**config.mk**
```make
export PLATFORM = sky130hd
export DESIGN_NAME = req_sched
export DESIGN_NICKNAME = d
export VERILOG_FILES = /design/src/rtl/req_sched.sv
export SDC_FILE = /design/constraint.sdc
export NUM_CORES = 1
export LEC_CHECK = 0
export BUFFER_PORTS_ARGS = -buffer_cell sky130_fd_sc_hd__buf_2
export CAP_MARGIN = 10
export CORE_AREA = 2 2 40 42
export CTS_CLUSTER_DIAMETER = 30
export DETAILED_ROUTE_END_ITERATION = 7
export DIE_AREA = 0 0 42 44
export GPL_TIMING_DRIVEN = 0
export PLACE_DENSITY = 0.89
export SLEW_MARGIN = 20
export SYNTH_ARGS = -nofsm -noshare
export SYNTH_HDL_FRONTEND = slang
export SYNTH_SLANG_ARGS = --single-unit
```
**constraint.sdc**
```tcl
create_clock -name CLK -period 7 [get_ports CLK]
set_clock_uncertainty 0.2 [all_clocks]
set_input_delay 1.4 -clock CLK [delete_from_list [all_inputs] [get_ports CLK]]
set_output_delay 1.4 -clock CLK [all_outputs]
set_load 0.005 [all_outputs]
```
**src/rtl/req_sched.sv**
```systemverilog
// req_sched: round-robin scheduler granting a shared register-update
// resource to one of NREQ requesters at a time.
// A two-state FSM (IDLE/ACTIVE) issues a registered one-hot grant one cycle
// after a request is seen in IDLE. The grant is held until the owner signals
// DONE or drops its request. Every release is followed by one dead IDLE cycle.
// Optional feature macro: REQ_SCHED_TIMEOUT_EN adds an 8-bit hold counter.
// The counter forces a release after MAX_HOLD ACTIVE cycles and pulses TIMEOUT
// for that release. When the macro is undefined, TIMEOUT is tied low.
module req_sched #(
    parameter int NREQ     = 4,
    parameter int MAX_HOLD = 15
) (
    input  logic            CLK,
    input  logic            RST,
    input  logic [NREQ-1:0] REQ,
    input  logic            DONE,
    output logic [NREQ-1:0] GNT,
    output logic [2:0]      GNT_ID,
    output logic            BUSY,
    output logic            TIMEOUT
);

    // Reject illegal configurations at elaboration time
    if (NREQ < 2 || NREQ > 8) begin : g_bad_nreq
        $error("req_sched: NREQ must be in 2..8");
    end
    if (MAX_HOLD < 1 || MAX_HOLD > 255) begin : g_bad_max_hold
        $error("req_sched: MAX_HOLD must be in 1..255");
    end

    localparam logic [3:0] NREQ_W  = 4'(NREQ);
    localparam logic [2:0] LAST_ID = 3'(NREQ - 1);

    typedef enum logic {
        IDLE   = 1'b0,
        ACTIVE = 1'b1
    } state_t;

    state_t          state_q, state_d;
    logic [NREQ-1:0] gnt_q, gnt_d;
    logic [2:0]      id_q, id_d;
    logic [2:0]      ptr_q, ptr_d;
    logic            busy_q, busy_d;

    logic [NREQ-1:0] scan;
    logic [2:0]      offset;
    logic            found;
    logic [3:0]      sum;
    logic [2:0]      winner;
    logic [NREQ-1:0] winner_onehot;
    logic            owner_req;
    logic            release_now;

`ifdef REQ_SCHED_TIMEOUT_EN
    localparam logic [7:0] HOLD_LIMIT = 8'(MAX_HOLD);

    logic [7:0] hold_q, hold_d;
    logic [7:0] hold_inc;
    logic       expire;
    logic       timeout_q, timeout_d;
`endif

    // Round-robin search: rotate the requests so that PTR lands at bit 0,
    // take the lowest set bit, then map the offset back to an absolute index
    always_comb begin
        scan   = NREQ'({REQ, REQ} >> ptr_q);
        found  = 1'b0;
        offset = 3'd0;
        for (int i = 0; i < NREQ; i++) begin
            if (!found && scan[0]) begin
                found  = 1'b1;
                offset = 3'(i);
            end
            scan = scan >> 1;
        end
        sum = {1'b0, ptr_q} + {1'b0, offset};
        if (sum >= NREQ_W) begin
            sum = sum - NREQ_W;
        end
        winner        = sum[2:0];
        winner_onehot = {{(NREQ-1){1'b0}}, 1'b1} << winner;
    end

    // The owner keeps its grant only while its own request bit stays high
    assign owner_req = |(REQ & gnt_q);

`ifdef REQ_SCHED_TIMEOUT_EN
    assign hold_inc = hold_q + 8'd1;
    assign expire   = (hold_inc == HOLD_LIMIT);
`endif

    // Next-state and next-output logic; every registered output is decided here
    always_comb begin
        state_d     = state_q;
        gnt_d       = gnt_q;
        id_d        = id_q;
        busy_d      = busy_q;
        ptr_d       = ptr_q;
        release_now = 1'b0;
`ifdef REQ_SCHED_TIMEOUT_EN
        hold_d      = hold_q;
        timeout_d   = 1'b0;
`endif
        case (state_q)
            IDLE: begin
                gnt_d  = '0;
                id_d   = 3'd0;
                busy_d = 1'b0;
                if (found) begin
                    state_d = ACTIVE;
                    gnt_d   = winner_onehot;
                    id_d    = winner;
                    busy_d  = 1'b1;
`ifdef REQ_SCHED_TIMEOUT_EN
                    hold_d  = 8'd0;
`endif
                end
            end
            ACTIVE: begin
                if (DONE || !owner_req) begin
                    release_now = 1'b1;
`ifdef REQ_SCHED_TIMEOUT_EN
                end else if (expire) begin
                    release_now = 1'b1;
                    timeout_d   = 1'b1;
                end else begin
                    hold_d = hold_inc;
`endif
                end
                if (release_now) begin
                    state_d = IDLE;
                    gnt_d   = '0;
                    id_d    = 3'd0;
                    busy_d  = 1'b0;
                    ptr_d   = (id_q == LAST_ID) ? 3'd0 : id_q + 3'd1;
                end
            end
            default: begin
                state_d = IDLE;
                gnt_d   = '0;
                id_d    = 3'd0;
                busy_d  = 1'b0;
            end
        endcase
    end

    // State and output registers; reset clears everything without a clock
    always_ff @(posedge CLK or posedge RST) begin
        if (RST) begin
            state_q <= IDLE;
            gnt_q   <= '0;
            id_q    <= 3'd0;
            ptr_q   <= 3'd0;
            busy_q  <= 1'b0;
        end else begin
            state_q <= state_d;
            gnt_q   <= gnt_d;
            id_q    <= id_d;
            ptr_q   <= ptr_d;
            busy_q  <= busy_d;
        end
    end

`ifdef REQ_SCHED_TIMEOUT_EN
    // Hold counter and timeout pulse register
    always_ff @(posedge CLK or posedge RST) begin
        if (RST) begin
            hold_q    <= 8'd0;
            timeout_q <= 1'b0;
        end else begin
            hold_q    <= hold_d;
            timeout_q <= timeout_d;
        end
    end

    assign TIMEOUT = timeout_q;
`else
    assign TIMEOUT = 1'b0;
`endif

    assign GNT    = gnt_q;
    assign GNT_ID = id_q;
    assign BUSY   = busy_q;

endmodule

```
==> flow_summary.toml <==
[status]
status = "complete, no violations"

[logic_synthesis]
ys_warn_count = 0
post-synth-top-count-cell = "dfrtp_1"
synth_seq_cells = 12
synthTopCellsByArea = "dfrtp_1, ha_1, a21oi_1, a22o_1, a32o_1"
ys_seq_area_share_pct = 39.3
yosys.area.top_type_share_pct = 39.3
synthesis.instances = 69
synthTopCellsByCount = "dfrtp_1, a21oi_1, inv_1"
syn_area_um2 = 763
avgSynthCellArea_um2 = 11.1
synth-edff-count = 0
yosysTopAreaCell = "dfrtp_1"
synthFlopType = "dfrtp_1"
synthArstFlopShare_pct = 100
syn-num-nets = 80
yosysUniqueCellTypes = 33

[place]
globalplace.congestion = 0.821
dpl.cell_count = 99
numPortBuffers = 14
dpl.hpwl_um = 1100

[floorplanning]
die_h_um = 44
io_pins = 16
initial_utilization_pct = 53.8
rows = 14
die-area_um2 = 1850
die_w_um = 42
coreArea_um2 = 1420

[timing]
slew_violations = 0
hold_viol = 0
holdWs_ns = 0.294
timing.final.crit_share_pct = 52.8
setup_tns_ns = 0
fmax_mhz = 271
setup_viol_count_final = 0
rsz0062_at_grt = "no"
min_period_ns = 3.69

[pwr]
pwr-share-seq_pct = 32.7
p_leak_nw = 0.439
power.internal_w = 0.000231
comb_power_share_pct = 52.7
ir_drop_mv = 0.259
p_sw_w = 0.000146
p_per_area_nw_per_um2 = 424
switching_share_pct = 38.7
pwr-share-clk_pct = 14.7

[final_layout]
utilization_pct = 62.7
seq_area_um2 = 300
insertedDiodeCount = 0
drive_above_1_share_pct = 34.5
nets = 99
fillers = 132
layout.cells.non_filler = 103
multi_input_area_um2 = 418
area_growth_pct = 16.6

[setup_path]
cp_data_arrival_time_ns = 3.66
r2r-start = "ptr_q[0]"
max_stage_delay_ns = 0.43
rr_worst_depth = 10
path_cells = "buf_2 > nor2b_1 > a211o_1 > a21oi_1 > a221o_1 > ha_1 > inv_1 > fa_1 > or3b_4 > and3_1 > a22o_1"
timing.rr.end = "GNT[1]"
end_kind = "flop"
cp-startpoint = "REQ[2]"
cp_max_fo = 5
ff2ff_setup_slack_ns = 4.09
crit_slowest_cell = "or3b_4"
crit_required_ns = 6.97
crit_type = "primary input to flop"
critPathLaunchType = "primary input"

[routing]
wl_um = 1430
vias = 607
detail-route-antenna-nets = 0
routedWlPerCell_um = 13.9
firstDrtPassIters = 4
drc = 0
via_per_inst = 5.89
first_iter_violations = 4

[cts]
clkSlewWorstSetupHoldPaths_ns = 0.07
cts_made_buffers = 3
cts_setup_buffers = 0
root_buffer = "clkbuf_4"
cts_max_level = 1
hold_buffers = 0
cts-resized-gates = 0
worstSkewPairLatency_ns = 0.27
cts_tree = "yes"
clk_path_buf_depth = 2
cts_sinks = 12

[grt]
grt_pass1_vias = 608
antenna_found_initial = 0
grtUsageTotal_pct = 18.5
grt_max_degree = 13
overflow = 0
grt_pass1_wl_um = 2550

[run]
cap_violations = 0

[worst_hold_path]
hp-start = "BUSY"
hold_end = "BUSY"
hold_depth = 1
hold_class = "flop to flop"
==> power by group through the flow <==
stage / Sequential (W) / Clock, W / Combinational (W)
finish: 0.000123 / 0.0000552 / 0.000199
global route: 0.000129 / 0.0000585 / 0.000225
CTS: 0.000123 / 0.0000560 / 0.000199
detailed placement: 0.000125 / 0 / 0.000198
global placement: 0.000123 / 0 / 0.000192
floorplan: 0.000119 / 0 / 0.000153
==> state kept, by name (all words and copies together) (netlist names) <==
name	count
GNT_ID	3
BUSY	1
state_q	1
ptr_q	3
GNT	4
==> layer usage <==
metal  routed length [µm]  part of all wire, %  vias to the layer above  global-route usage [%]
met3                   76                  5.3                        5                    2.50
met2                  671                   47                       21                    30.6
met1                  652                   45                      290                    23.1
met5                    0                    0                        -                       0
met4                   34                  2.4                        0                    11.0
li1                     -                    -                      291                       -
==> critical path: cells and delay by family <==
kind | cells | cell delay [ns]
buf+inv | 2 | 0.18
compound gates | 4 | 0.78
simple gates | 3 | 0.79
fa+ha+maj | 2 | 0.51
==> cell usage in the layout (no fill, tap or decap) <==
master,synthesis,routed
nor3_4,1,1
a32o_1,3,3
or2_1,1,1
nor2_1,3,3
mux2_2,2,2
o21bai_2,1,1
nand4b_1,1,1
o31a_2,1,1
buf_2,0,14
nand2b_1,1,1
dfrtp_1,12,12
a221o_1,1,1
ha_1,3,3
or3b_4,1,1
and3b_1,1,1
o21ai_0,1,1
fa_1,1,1
a21oi_1,7,7
a22o_1,4,4
clkbuf_4,0,3
a21o_2,1,1
buf_6,1,1
a22oi_1,2,2
a211oi_1,1,1
conb_1,1,1
buf_4,1,1
and2_2,1,1
nor2b_1,2,2
a211o_1,1,1
clkbuf_8,0,1
o2bb2ai_4,1,1
and3_1,1,1
o31ai_1,2,2
and2b_1,1,1
and3b_4,1,1
inv_1,7,7
==> worst max path at each step <==
stage | end | slack [ns] | depth (start not counted)
6_report | GNT[1] | 3.31 | 11
5_1_grt | GNT[1] | 3.16 | 11
4_1_cts | GNT[1] | 3.32 | 11
3_5_place_dp | GNT[1] | 3.02 | 11
3_3_place_gp | GNT[1] | 3.07 | 11
2_1_floorplan | GNT[1] | 3.28 | 10
==> stage by stage <==
step                      total power (W)  instance area (µm²)  setup WS, ns
after floorplan                  0.000273                  763          3.28
final                            0.000377                  890          3.31
after CTS                        0.000379                  890          3.32
after detailed placement         0.000323                  853          3.02
after global routing             0.000412                  890          3.16
after global placement           0.000315                  853          3.07
==> cells by family (layout without fill, tap and decap cells) <==
kind of cell	Yosys count	count (layout)	synth area share, %
AOI/OAI and AO/OA	26	26	28.7
adders and majority gates	4	4	7.54
buffers and inverters	9	27	5.90
DFF	12	12	39.3
muxes	2	2	2.95
other	1	1	0.491
and+or+nand+nor	15	15	15.1
==> cell type report <==
| cell class | count | area share (%) |
|---|---|---|
| buffer | 2 | 2.11 |
| clock buffer | 4 | 4.08 |
| inverter | 7 | 2.95 |
| multi-input combinational | 48 | 47.0 |
| sequential | 12 | 33.8 |
| tap | 16 | 2.25 |
| timing repair buffer | 14 | 7.88 |
Note: power is estimated with default switching activity, not from simulation.
